### src/rtl/fde_pkg.sv
// Shared definitions for the fetch/decode/execute front end.
// Holds the opcode encodings, the NOP instruction word, the bit positions
// of every instruction field, and a small opcode classification helper.
package fde_pkg;

    // Opcode encodings (instruction bits [19:16]).
    localparam logic [3:0] OP_NOP   = 4'h0;
    localparam logic [3:0] OP_ADD   = 4'h1;
    localparam logic [3:0] OP_SUB   = 4'h2;
    localparam logic [3:0] OP_AND   = 4'h3;
    localparam logic [3:0] OP_OR    = 4'h4;
    localparam logic [3:0] OP_XOR   = 4'h5;
    localparam logic [3:0] OP_ADDI  = 4'h6;
    localparam logic [3:0] OP_SHL   = 4'h7;
    localparam logic [3:0] OP_SHR   = 4'h8;
    localparam logic [3:0] OP_LOAD  = 4'h9;
    localparam logic [3:0] OP_STORE = 4'hA;
    localparam logic [3:0] OP_JMP   = 4'hB;
    localparam logic [3:0] OP_BEQ   = 4'hC;
    localparam logic [3:0] OP_MOVI  = 4'hD;
    localparam logic [3:0] OP_HALT  = 4'hE;

    localparam logic [19:0] NOP_INSTR = 20'h0;

    // Instruction field positions. imm8 overlaps rs2 and the memory line.
    localparam int OP_HI   = 19;
    localparam int OP_LO   = 16;
    localparam int RD_HI   = 15;
    localparam int RD_LO   = 12;
    localparam int RS1_HI  = 11;
    localparam int RS1_LO  = 8;
    localparam int RS2_HI  = 7;
    localparam int RS2_LO  = 4;
    localparam int IMM_HI  = 7;
    localparam int IMM_LO  = 0;
    localparam int LINE_HI = 3;
    localparam int LINE_LO = 0;

    // LOAD and STORE are the only ops that carry a memory line downstream.
    function automatic logic is_mem_op(input logic [3:0] op);
        return (op == OP_LOAD) || (op == OP_STORE);
    endfunction

endpackage

### src/rtl/fde_alu.sv
// Combinational execute unit: maps opcode + operands to a result and
// decides whether a jump is taken.
// Ports:
//   op_i     - opcode from the ID/EX register
//   op1_i    - rs1 operand
//   op2_i    - rs2 operand
//   imm_i    - zero-extended imm8
//   result_o - ALU result (modulo 2^DW, no flags)
//   jump_o   - jump taken (JMP always, BEQ when operands are equal)
module fde_alu
    import fde_pkg::*;
#(
    parameter int DW = 16
) (
    input  logic [3:0]    op_i,
    input  logic [DW-1:0] op1_i,
    input  logic [DW-1:0] op2_i,
    input  logic [DW-1:0] imm_i,
    output logic [DW-1:0] result_o,
    output logic          jump_o
);

    always_comb begin
        result_o = '0;
        jump_o   = 1'b0;
        case (op_i)
            OP_ADD:   result_o = op1_i + op2_i;
            OP_SUB:   result_o = op1_i - op2_i;
            OP_AND:   result_o = op1_i & op2_i;
            OP_OR:    result_o = op1_i | op2_i;
            OP_XOR:   result_o = op1_i ^ op2_i;
            OP_ADDI:  result_o = op1_i + imm_i;
            OP_SHL:   result_o = op1_i << op2_i[3:0];
            OP_SHR:   result_o = op1_i >> op2_i[3:0];
            OP_STORE: result_o = op1_i;
            OP_MOVI:  result_o = imm_i;
            OP_JMP:   jump_o   = 1'b1;
            OP_BEQ:   jump_o   = (op1_i == op2_i);
            // NOP, LOAD, HALT and the unused 4'hF all produce 0.
            default:  result_o = '0;
        endcase
    end

endmodule

### src/rtl/fetch_decode_execute.sv
// Front end of the 5-stage pipeline: IF (PC, imem request), ID (field
// split, register read) and EX (ALU, jump resolve, registered outputs).
// Ports:
//   clkwire       - clock, all state on posedge
//   rst_n         - asynchronous active-low reset
//   imem_addr     - current PC
//   imem_data     - instruction at imem_addr (combinational)
//   regwire1..8   - architectural registers R0..R7 from writeback
//   instruction   - EX opcode
//   ALU_output    - EX result
//   regdest       - EX destination register field
//   ldst          - EX memory line (LOAD/STORE only, else 0)
//   jump_address  - EX jump target (JMP/BEQ, else 0)
//   jump_selector - EX jump taken, one cycle per taken jump
//   halted        - sticky, set when HALT reaches ID
module fetch_decode_execute
    import fde_pkg::*;
#(
    parameter int PC_W = 8,
    parameter int IW   = 20,
    parameter int DW   = 16
) (
    input  logic            clkwire,
    input  logic            rst_n,
    output logic [PC_W-1:0] imem_addr,
    input  logic [IW-1:0]   imem_data,
    input  logic [DW-1:0]   regwire1,
    input  logic [DW-1:0]   regwire2,
    input  logic [DW-1:0]   regwire3,
    input  logic [DW-1:0]   regwire4,
    input  logic [DW-1:0]   regwire5,
    input  logic [DW-1:0]   regwire6,
    input  logic [DW-1:0]   regwire7,
    input  logic [DW-1:0]   regwire8,
    output logic [3:0]      instruction,
    output logic [DW-1:0]   ALU_output,
    output logic [3:0]      regdest,
    output logic [3:0]      ldst,
    output logic [PC_W-1:0] jump_address,
    output logic            jump_selector,
    output logic            halted
);

    // IF state
    logic [PC_W-1:0] pc_q, pc_d;
    logic            halted_q, halted_d;

    // IF/ID register
    logic [IW-1:0]   ifid_q, ifid_d;

    // ID/EX register
    logic [3:0]      idex_op_q, idex_op_d;
    logic [3:0]      idex_rd_q, idex_rd_d;
    logic [3:0]      idex_line_q, idex_line_d;
    logic [DW-1:0]   idex_op1_q, idex_op1_d;
    logic [DW-1:0]   idex_op2_q, idex_op2_d;
    logic [DW-1:0]   idex_imm_q, idex_imm_d;

    // EX output register
    logic [3:0]      ex_instr_q, ex_instr_d;
    logic [DW-1:0]   ex_alu_q, ex_alu_d;
    logic [3:0]      ex_rd_q, ex_rd_d;
    logic [3:0]      ex_ldst_q, ex_ldst_d;
    logic [PC_W-1:0] ex_jaddr_q, ex_jaddr_d;
    logic            ex_jsel_q, ex_jsel_d;

    // ID decode
    logic [DW-1:0]   regs [8];
    logic [3:0]      id_op, id_rs1, id_rs2;
    logic            id_halt;

    // EX combinational
    logic [DW-1:0]   alu_result;
    logic            alu_jump;
    logic [PC_W-1:0] ex_target;

    assign regs[0] = regwire1;
    assign regs[1] = regwire2;
    assign regs[2] = regwire3;
    assign regs[3] = regwire4;
    assign regs[4] = regwire5;
    assign regs[5] = regwire6;
    assign regs[6] = regwire7;
    assign regs[7] = regwire8;

    assign id_op   = ifid_q[OP_HI:OP_LO];
    assign id_rs1  = ifid_q[RS1_HI:RS1_LO];
    assign id_rs2  = ifid_q[RS2_HI:RS2_LO];
    assign id_halt = (id_op == OP_HALT);

    fde_alu #(.DW(DW)) u_alu (
        .op_i     (idex_op_q),
        .op1_i    (idex_op1_q),
        .op2_i    (idex_op2_q),
        .imm_i    (idex_imm_q),
        .result_o (alu_result),
        .jump_o   (alu_jump)
    );

    assign ex_target = idex_imm_q[PC_W-1:0];

    always_comb begin
        // Default: free-running fetch and normal pipeline advance.
        pc_d        = pc_q + PC_W'(1);
        halted_d    = halted_q;
        ifid_d      = imem_data;
        idex_op_d   = id_op;
        idex_rd_d   = ifid_q[RD_HI:RD_LO];
        idex_line_d = ifid_q[LINE_HI:LINE_LO];
        // Register fields 8..15 name no register and read as 0.
        idex_op1_d  = id_rs1[3] ? '0 : regs[id_rs1[2:0]];
        idex_op2_d  = id_rs2[3] ? '0 : regs[id_rs2[2:0]];
        idex_imm_d  = {{(DW-8){1'b0}}, ifid_q[IMM_HI:IMM_LO]};

        ex_instr_d  = idex_op_q;
        ex_alu_d    = alu_result;
        ex_rd_d     = idex_rd_q;
        ex_ldst_d   = is_mem_op(idex_op_q) ? idex_line_q : 4'd0;
        ex_jaddr_d  = ((idex_op_q == OP_JMP) || (idex_op_q == OP_BEQ)) ? ex_target : '0;
        ex_jsel_d   = alu_jump;

        // HALT in ID: freeze PC and starve IF/ID; HALT itself moves on to EX.
        if (id_halt) begin
            halted_d = 1'b1;
        end
        if (halted_q || id_halt) begin
            pc_d   = pc_q;
            ifid_d = NOP_INSTR;
        end

        // The jump is resolved from the ID/EX contents, so the redirect lands
        // on the same edge that registers jump_selector. The two instructions
        // behind it (in IF/ID and being fetched) are replaced by NOPs, and the
        // redirect wins over a simultaneous HALT freeze.
        if (alu_jump) begin
            pc_d        = ex_target;
            ifid_d      = NOP_INSTR;
            idex_op_d   = OP_NOP;
            idex_rd_d   = '0;
            idex_line_d = '0;
            idex_op1_d  = '0;
            idex_op2_d  = '0;
            idex_imm_d  = '0;
        end
    end

    always_ff @(posedge clkwire or negedge rst_n) begin
        if (!rst_n) begin
            pc_q        <= '0;
            halted_q    <= 1'b0;
            ifid_q      <= NOP_INSTR;
            idex_op_q   <= OP_NOP;
            idex_rd_q   <= '0;
            idex_line_q <= '0;
            idex_op1_q  <= '0;
            idex_op2_q  <= '0;
            idex_imm_q  <= '0;
            ex_instr_q  <= '0;
            ex_alu_q    <= '0;
            ex_rd_q     <= '0;
            ex_ldst_q   <= '0;
            ex_jaddr_q  <= '0;
            ex_jsel_q   <= 1'b0;
        end else begin
            pc_q        <= pc_d;
            halted_q    <= halted_d;
            ifid_q      <= ifid_d;
            idex_op_q   <= idex_op_d;
            idex_rd_q   <= idex_rd_d;
            idex_line_q <= idex_line_d;
            idex_op1_q  <= idex_op1_d;
            idex_op2_q  <= idex_op2_d;
            idex_imm_q  <= idex_imm_d;
            ex_instr_q  <= ex_instr_d;
            ex_alu_q    <= ex_alu_d;
            ex_rd_q     <= ex_rd_d;
            ex_ldst_q   <= ex_ldst_d;
            ex_jaddr_q  <= ex_jaddr_d;
            ex_jsel_q   <= ex_jsel_d;
        end
    end

    assign imem_addr     = pc_q;
    assign halted        = halted_q;
    assign instruction   = ex_instr_q;
    assign ALU_output    = ex_alu_q;
    assign regdest       = ex_rd_q;
    assign ldst          = ex_ldst_q;
    assign jump_address  = ex_jaddr_q;
    assign jump_selector = ex_jsel_q;

endmodule

### config.mk
export PLATFORM = sky130hd
export DESIGN_NAME = fetch_decode_execute
export DESIGN_NICKNAME = d
export VERILOG_FILES = /design/src/rtl/fde_pkg.sv /design/src/rtl/fde_alu.sv /design/src/rtl/fetch_decode_execute.sv
export SDC_FILE = /design/constraint.sdc
export NUM_CORES = 1
export LEC_CHECK = 0
export ABC_CLOCK_PERIOD_IN_PS = 3400
export BUFFER_PORTS_ARGS = -buffer_cell sky130_fd_sc_hd__buf_2
export CAP_MARGIN = 20
export CELL_PAD_IN_SITES_DETAIL_PLACEMENT = 0
export CELL_PAD_IN_SITES_GLOBAL_PLACEMENT = 1
export CORE_ASPECT_RATIO = 1.5
export CORE_MARGIN = 4
export CORE_UTILIZATION = 39
export CTS_CLUSTER_SIZE = 25
export DETAILED_ROUTE_END_ITERATION = 16
export GPL_TIMING_DRIVEN = 0
export PLACE_DENSITY_LB_ADDON = 0.05
export REMOVE_ABC_BUFFERS = 1
export SYNTH_ARGS = -nofsm -noshare
export SYNTH_HDL_FRONTEND = slang
export SYNTH_SLANG_ARGS = --single-unit
### constraint.sdc
create_clock -name clkwire -period 3.4 [get_ports clkwire]
set_input_delay 0.17 -clock clkwire [delete_from_list [all_inputs] [get_ports clkwire]]
set_output_delay 0.17 -clock clkwire [all_outputs]
set_load 0.01 [all_outputs]
==> impl_metrics.py, run 1 <==
metrics = {
    "detailed_routing": {
        "dr.pass1.iters": 7,
        "drt-initial-drc-count": 465,
        "route.detailed.drc": 0,
        "wl_per_cell_um": 21.7,
        "ant_nets": 0,
        "wirelength_um": 33300,
        "via_per_inst": 5.69,
        "dr_total_vias": 8733,
    },
    "die": {
        "die-height_um": 202,
        "initial_core_util_pct": 39.8,
        "core_area_um2": 24600,
        "die_area_um2": 27800,
        "die_x_um": 137,
        "io_pins": 196,
        "rows": 70,
    },
    "global_route": {
        "grt_pass1_vias": 9002,
        "grt.overflow.total": 0,
        "track_usage_pct": 24.1,
        "grt_pass1_wl_um": 51200,
        "grt_max_degree": 61,
        "antenna_found_initial": 0,
    },
    "worst_setup_path": {
        "critPathCaptureType": "flop",
        "reg2reg_to": "ALU_output[15]$_DFF_PN0_",
        "timing.rr.start": "ex_instr_d[3]$_DFF_PN0_",
        "worstSetupStartpoint": "ex_instr_d[3]$_DFF_PN0_",
        "rrSetupSlack_ns": 0.18,
        "crit_fanout": 16,
        "reg2reg_depth": 12,
        "start_kind": "flop",
        "cp_data_arrival_time_ns": 3.51,
        "critical_path_class": "reg2reg",
        "cp-endpoint": "ALU_output[15]$_DFF_PN0_",
        "required_ns": 3.69,
    },
    "clock_network": {
        "cts_tree": "done",
        "cts_buffers": 17,
        "cts_sinks": 114,
        "cts_max_level": 4,
        "clk_latency_ns": 0.43,
        "path_clk_slew_ns": 0.07,
        "root_buffer": "clkbuf_16",
        "cts_max_path_buffers": 2,
    },
    "placement": {
        "place.gp.congestion": 0.939,
        "place_hpwl_um": 25800,
        "io_buffers": 195,
        "dp_slack_ns": -0.652,
        "place_inst": 1462,
        "placed_area_um2": 11200,
    },
    "cells_and_area": {
        "fin_nets": 1418,
        "final_cells": 1536,
        "diodes": 0,
        "drive_gt1_share_pct": 31.8,
        "final_util_pct": 49.7,
        "syn2layout_area_growth_pct": 24.8,
        "design_area_um2": 12200,
        "fill_cells": 2321,
    },
    "power_and_ir_drop": {
        "power_density_nw_per_um2": 984,
        "sw_frac_of_total_pct": 48.1,
        "power.share.sequential_pct": 22.7,
        "finalPower_mw": 12.0,
        "clock_power_share_pct": 15.1,
        "power_frac_comb_pct": 62.1,
        "leakagePower_nw": 5.46,
        "p_int_mw": 6.24,
        "power_switching_mw": 5.79,
        "peakVddDrop_mv": 0.465,
    },
    "synth": {
        "synth_edf_count": 0,
        "synthCells": 1003,
        "synth_area_um2": 9800,
        "yosys-top-cells-area": "dfrtp_1, mux4_2, ha_1",
        "ys_seq_area_share_pct": 29.1,
        "async_flop_share_pct": 100,
        "synth_top_cell_area_share_pct": 29.1,
        "ys_warn_count": 0,
        "synthDistinctLibCells": 70,
        "avgSynthCellArea_um2": 9.77,
        "yosysTopAreaCell": "dfrtp_1",
        "ys_ff_latch": 114,
        "synth_ff_type": "dfrtp_1",
    },
    "timing": {
        "skew_ns": 0.0135,
        "setup_violations": 0,
        "period_minus_slack_ns": 3.22,
        "fin_setup_tns_ns": 0,
        "hold_slack_ns": 0.220,
        "drv_slew": 0,
        "tightestPinTransition_ns": 1.03,
        "hold_viol": 0,
        "fmax_mhz": 310,
        "fin_crit_sh_pct": 94.7,
        "worst_slack_ns": 0.179,
        "slew_headroom_pct": 31.3,
    },
    "job": {
        "cap_violations": 0,
    },
    "hold_path": {
        "hp-class": "in2reg",
    },
    "status": {
        "status": "finished clean",
    },
}
[per-layer routing]
| layer | global-route usage [%] | wire length (um) |
|---|---|---|
| met2 | 40.9 | 16800 |
| met4 | 10.6 | 1440 |
| met5 | 0 | 0 |
| met1 | 29.7 | 13300 |
| met3 | 3.93 | 1760 |
[kinds of logic after synthesis]
kind of cell	after synthesis	synth area share (%)
AOI/OAI and AO/OA	216	14.6
xor gates and xnor gates	30	2.68
adders and majority gates	69	8.96
buffers and inverters	121	5.15
DFF	114	29.1
muxes	133	23.3
and+or+nand+nor	320	16.2
[how the worst min path moves through the flow]
stage,from,end,slack [ns],depth (start not counted)
floorplan,rst_n,ALU_output[0]$_DFF_PN0_,-0.13,0
global placement,ex_rd_d[3]$_DFF_PN0_,regdest[3]$_DFF_PN0_,0.33,0
detailed placement,rst_n,ALU_output[11]$_DFF_PN0_,0.16,1
CTS,regwire4[10],idex_op1_q[10]$_DFF_PN0_,0.21,4
global route,regwire3[13],idex_op1_q[13]$_DFF_PN0_,0.24,4
finish,regwire1[0],idex_op2_q[0]$_DFF_PN0_,0.22,4
[cell usage in the layout, fill, tap and decap left out, types with 5 or more instances in the layout]
cell type	count
nand3_1	14
o21ai_0	28
xnor2_1	18
dfrtp_2	6
buf_2	195
mux2_2	9
nand2b_1	10
a31oi_1	7
o32ai_1	5
buf_16	6
inv_8	5
ha_1	65
a211oi_1	18
o211ai_1	7
dlygate4sd3_1	21
a21o_1	9
nand2_1	46
mux4_2	75
inv_6	6
or4_1	6
and3_1	22
and2_1	33
a21oi_1	62
clkbuf_16	17
nor2_1	120
o22ai_1	11
or3_1	7
buf_4	21
xor2_1	12
mux2i_1	49
inv_1	45
nor4_1	9
o221ai_1	11
nor3_1	16
a22oi_1	10
dfrtp_1	105
nor2b_1	16
[cell usage after synthesis (16+ instances only)]
cell      count
nor2b_1      16
nand2_1      46
a211oi_1     20
nor3_1       16
inv_1        46
o21ai_0      34
dfrtp_1     114
clkbuf_1     44
mux4_2       75
and2_1       33
mux2i_1      49
xnor2_1      18
a21oi_1      65
nor2_1      121
and3_1       22
buf_2        19
ha_1         67
[sequential cells by signal, indices dropped and copies added, names as in the netlist]
| signal | count |
|---|---|
| idex_imm_q | 5 |
| ALU_output | 16 |
| idex_op2_q | 16 |
| jump_address | 8 |
| ex_rd_d | 4 |
| halted | 1 |
| regdest | 4 |
| ex_instr_d | 4 |
| imem_addr | 8 |
| ifid_q | 20 |
| instruction | 4 |
| jump_selector | 1 |
| idex_line_q | 3 |
| ldst | 4 |
| idex_op1_q | 16 |
[layout make-up]
type                    count  area [um2]  area share (%)
clock inverters            15         161            1.32
repair buffers            250        1630            13.3
well taps                 324         405            3.32
flip-flops and latches    114        2870            23.5
clock buffers              17         425            3.48
repair inverters            1        5.00          0.0409
multi-input cells         768        6540            53.5
inverters                  47         183            1.49
[power groups by stage]
stage | combinational, mW | sequential, mW | clock [mW]
after CTS | 7.22 | 2.76 | 1.86
after global placement | 6.58 | 3.07 | 0
after detailed placement | 7.06 | 2.77 | 0
final | 7.48 | 2.73 | 1.82
after global routing | 8.14 | 2.82 | 1.91
after floorplan | 4.71 | 2.70 | 0
[worst max-delay path, cell delays in order (launching register included)]
cell and delay [ns]:
dfrtp_4 0.54, nor4bb_4 0.26, buf_4 0.18, buf_8 0.17, nand2_1 0.06, o21ai_0 0.09
ha_1 0.33, a21oi_2 0.20, o211ai_1 0.20, a32oi_2 0.33, nor2_2 0.10, mux2i_1 0.12
or4_1 0.50
[what timing repair did]
| action | 4_1_cts | 5_1_grt |
|---|---|---|
| setup endpoints to repair | 42 | 5 |
| setup buffers | 4 | 16 |
| hold buffers | 21 | 0 |
| resized for setup | 14 | 24 |
| pin swaps | 3 | 13 |
| cloned | 1 | 0 |
| hold endpoints to repair | 74 | 0 |
Note: power is estimated with default switching activity, not from simulation.
==> run 2: changes to the inputs <==
--- a/config.mk
+++ b/config.mk
@@ -5,6 +5,7 @@
 export SDC_FILE = /design/constraint.sdc
 export NUM_CORES = 1
 export LEC_CHECK = 0
+export ABC_AREA = 1
 export ABC_CLOCK_PERIOD_IN_PS = 3400
 export BUFFER_PORTS_ARGS = -buffer_cell sky130_fd_sc_hd__buf_2
 export CAP_MARGIN = 20
@@ -12,9 +13,10 @@
 export CELL_PAD_IN_SITES_GLOBAL_PLACEMENT = 1
 export CORE_ASPECT_RATIO = 1.5
 export CORE_MARGIN = 4
-export CORE_UTILIZATION = 39
+export CORE_UTILIZATION = 35
 export CTS_CLUSTER_SIZE = 25
 export DETAILED_ROUTE_END_ITERATION = 16
+export GPL_ROUTABILITY_DRIVEN = 0
 export GPL_TIMING_DRIVEN = 0
 export PLACE_DENSITY_LB_ADDON = 0.05
 export REMOVE_ABC_BUFFERS = 1
==> run 2 against run 1 <==
Compared with the run above:
- largest power group unchanged
- sequential power shrank 3%
- setup slack lost 0.019 ns
- design area grew 3.2%
- highest routed layer is now met5
- first-iteration DRC count grew 20%
==> impl_metrics.py, run 2 <==
metrics = {
    "status": {
        "status": "finished clean",
    },
    "worst_setup_path": {
        "crit_cells": 7,
        "critPathTopFamily": "simple AND/OR/NAND/NOR gates",
        "critical_path_class": "reg2reg",
        "rrSetupSlack_ns": 0.16,
        "crit_fanout": 63,
        "reg2reg_depth": 7,
        "reg2reg_to": "idex_op1_q[15]$_DFF_PN0_",
        "crit_chain": "clkinvlp_4 -> ha_1 -> nor4_2 -> nand4_4 -> nand2_8 -> or2_4 -> nor2_1",
        "start_kind": "flop",
        "max_stage_delay_ns": 0.68,
        "crit_path_top_delay_cell": "dfrtp_4",
        "required_ns": 3.71,
        "critPathCaptureType": "flop",
        "cp-endpoint": "idex_op1_q[15]$_DFF_PN0_",
        "cp_data_arrival_time_ns": 3.55,
        "path_buf_inv": 1,
        "worstSetupStartpoint": "idex_op2_q[2]$_DFF_PN0_",
        "timing.rr.start": "idex_op2_q[2]$_DFF_PN0_",
    },
    "die": {
        "die-height_um": 219,
        "rows": 77,
        "die_x_um": 149,
        "die_area_um2": 32700,
        "initial_core_util_pct": 35.4,
        "core_area_um2": 29500,
        "io_pins": 196,
    },
    "power_and_ir_drop": {
        "leakagePower_nw": 6.67,
        "power_density_nw_per_um2": 902,
        "power.share.sequential_pct": 23.3,
        "sw_frac_of_total_pct": 53.8,
        "finalPower_mw": 11.4,
        "power_switching_mw": 6.12,
        "peakVddDrop_mv": 0.344,
        "p_int_mw": 5.27,
        "clock_power_share_pct": 15.6,
        "power_frac_comb_pct": 61.1,
    },
    "synth": {
        "yosysMostFrequentCell": "nand2_1",
        "avgSynthCellArea_um2": 6.06,
        "async_flop_share_pct": 100,
        "ys_ff_latch": 114,
        "synth_edf_count": 0,
        "synth_ff_type": "dfrtp_1",
        "ys_seq_area_share_pct": 27.4,
        "synth_area_um2": 10400,
        "yosysTopAreaCell": "dfrtp_1",
        "ys_warn_count": 0,
        "synthDistinctLibCells": 37,
        "yosys-top-cells-area": "dfrtp_1, nand2_1, o21ai_0",
        "synthTopCellsByCount": "nand2_1, o21ai_0, nor2_1",
        "synth_top_cell_area_share_pct": 27.4,
        "synthCells": 1720,
    },
    "placement": {
        "dp_slack_ns": -1.76,
        "io_buffers": 195,
        "place_hpwl_um": 30200,
        "place_inst": 2239,
        "placed_area_um2": 11800,
    },
    "cells_and_area": {
        "multiInputGateArea_um2": 6470,
        "mostFrequentLayoutCell": "nand2_1",
        "fill_cells": 3340,
        "final_cells": 2298,
        "final_util_pct": 42.8,
        "drive_gt1_share_pct": 14.8,
        "diodes": 0,
        "regArea_um2": 2870,
        "final_cell_mix": "nand2_1, o21ai_0, nor2_1",
        "top_register": "ifid_q",
        "syn2layout_area_growth_pct": 21.0,
        "design_area_um2": 12600,
        "fin_nets": 2109,
        "largest_reg_flops": 20,
    },
    "job": {
        "cap_violations": 0,
    },
    "timing": {
        "tightestPinTransition_ns": 1.02,
        "skew_ns": 0.0162,
        "hold_slack_ns": 0.128,
        "grt_setup_unrepaired": "no",
        "period_minus_slack_ns": 3.24,
        "fin_crit_sh_pct": 95.3,
        "fmax_mhz": 309,
        "hold_viol": 0,
        "worst_slack_ns": 0.161,
        "fin_setup_tns_ns": 0,
        "drv_slew": 0,
        "slew_headroom_pct": 31.7,
        "setup_violations": 0,
    },
    "hold_path": {
        "hp-class": "in2async",
    },
    "detailed_routing": {
        "drt-initial-drc-count": 558,
        "dr_total_vias": 11462,
        "route.detailed.drc": 0,
        "via_per_inst": 4.99,
        "wirelength_um": 39000,
        "wl_per_cell_um": 17.0,
        "dr.pass1.iters": 5,
        "ant_nets": 0,
    },
    "global_route": {
        "grt_pass1_wl_um": 60800,
        "grt_max_degree": 101,
        "grt.overflow.total": 0,
        "grt_pass1_vias": 11186,
        "antenna_found_initial": 3,
        "track_usage_pct": 23.9,
    },
    "clock_network": {
        "path_clk_slew_ns": 0.06,
        "root_buffer": "clkbuf_16",
        "cts_tree": "done",
        "cts_max_level": 4,
        "cts_max_path_buffers": 2,
        "cts_sinks": 114,
        "cts_buffers": 17,
        "clk_latency_ns": 0.43,
    },
}
==> run 2: worst min-delay path by stage <==
stage,from,slack [ns],cells after the start,endpoint
after floorplan,rst_n,-0.13,0,ALU_output[0]$_DFF_PN0_
after global placement,ex_rd_d[3]$_DFF_PN0_,0.33,0,regdest[3]$_DFF_PN0_
after detailed placement,rst_n,0.006,1,regdest[2]$_DFF_PN0_
after CTS,rst_n,0.10,2,regdest[2]$_DFF_PN0_
after global routing,rst_n,0.14,2,ifid_q[14]$_DFF_PN0_
final,rst_n,0.13,2,ex_rd_d[2]$_DFF_PN0_
==> run 2: logic make-up (layout without fill, tap and decap cells) <==
kind of cell,after synthesis,after routing,synth area share (%)
flops,114,114,27.4
fa+ha+maj,69,69,8.42
buf+inv,286,469,10.7
simple gates,883,883,35.1
compound gates,359,359,17.6
xor+xnor,9,9,0.756
==> run 2: what timing repair did <==
action	in CTS	in global routing
cloned	1	0
setup endpoints to repair	92	16
gates resized for setup	9	3
buffers inserted	0	5
endpoints found under the hold margin	134	0
hold buffers	21	0
==> run 2: power groups by stage <==
stage / sequential (mW) / combinational (mW) / clock, mW
after CTS: 2.63 / 6.93 / 1.82
after global routing: 2.74 / 7.90 / 1.88
final: 2.65 / 6.96 / 1.78
after global placement: 2.82 / 6.56 / 0
after detailed placement: 2.64 / 6.88 / 0
after floorplan: 2.51 / 4.60 / 0
==> run 2: final cells by class <==
type                            instances  share of cell area [%]
Clock buffer                           17                    3.37
Clock inverter                         15                    1.21
Inverter                              204                    6.17
Multi-Input combinational cell       1320                    51.2
Sequential cell                       114                    22.7
Tap cell                              395                    3.92
Timing Repair Buffer                  232                    11.3
Timing Repair inverter                  1                  0.0397
==> run 2: routing by layer <==
metal / wire length (um) / global-route usage [%] / part of all wire [%]
met1: 15900 / 27.8 / 41
met3: 1600 / 3.82 / 4.1
met5: 21 / 0 / 0.054
met4: 1740 / 10.9 / 4.5
met2: 19700 / 42.6 / 51
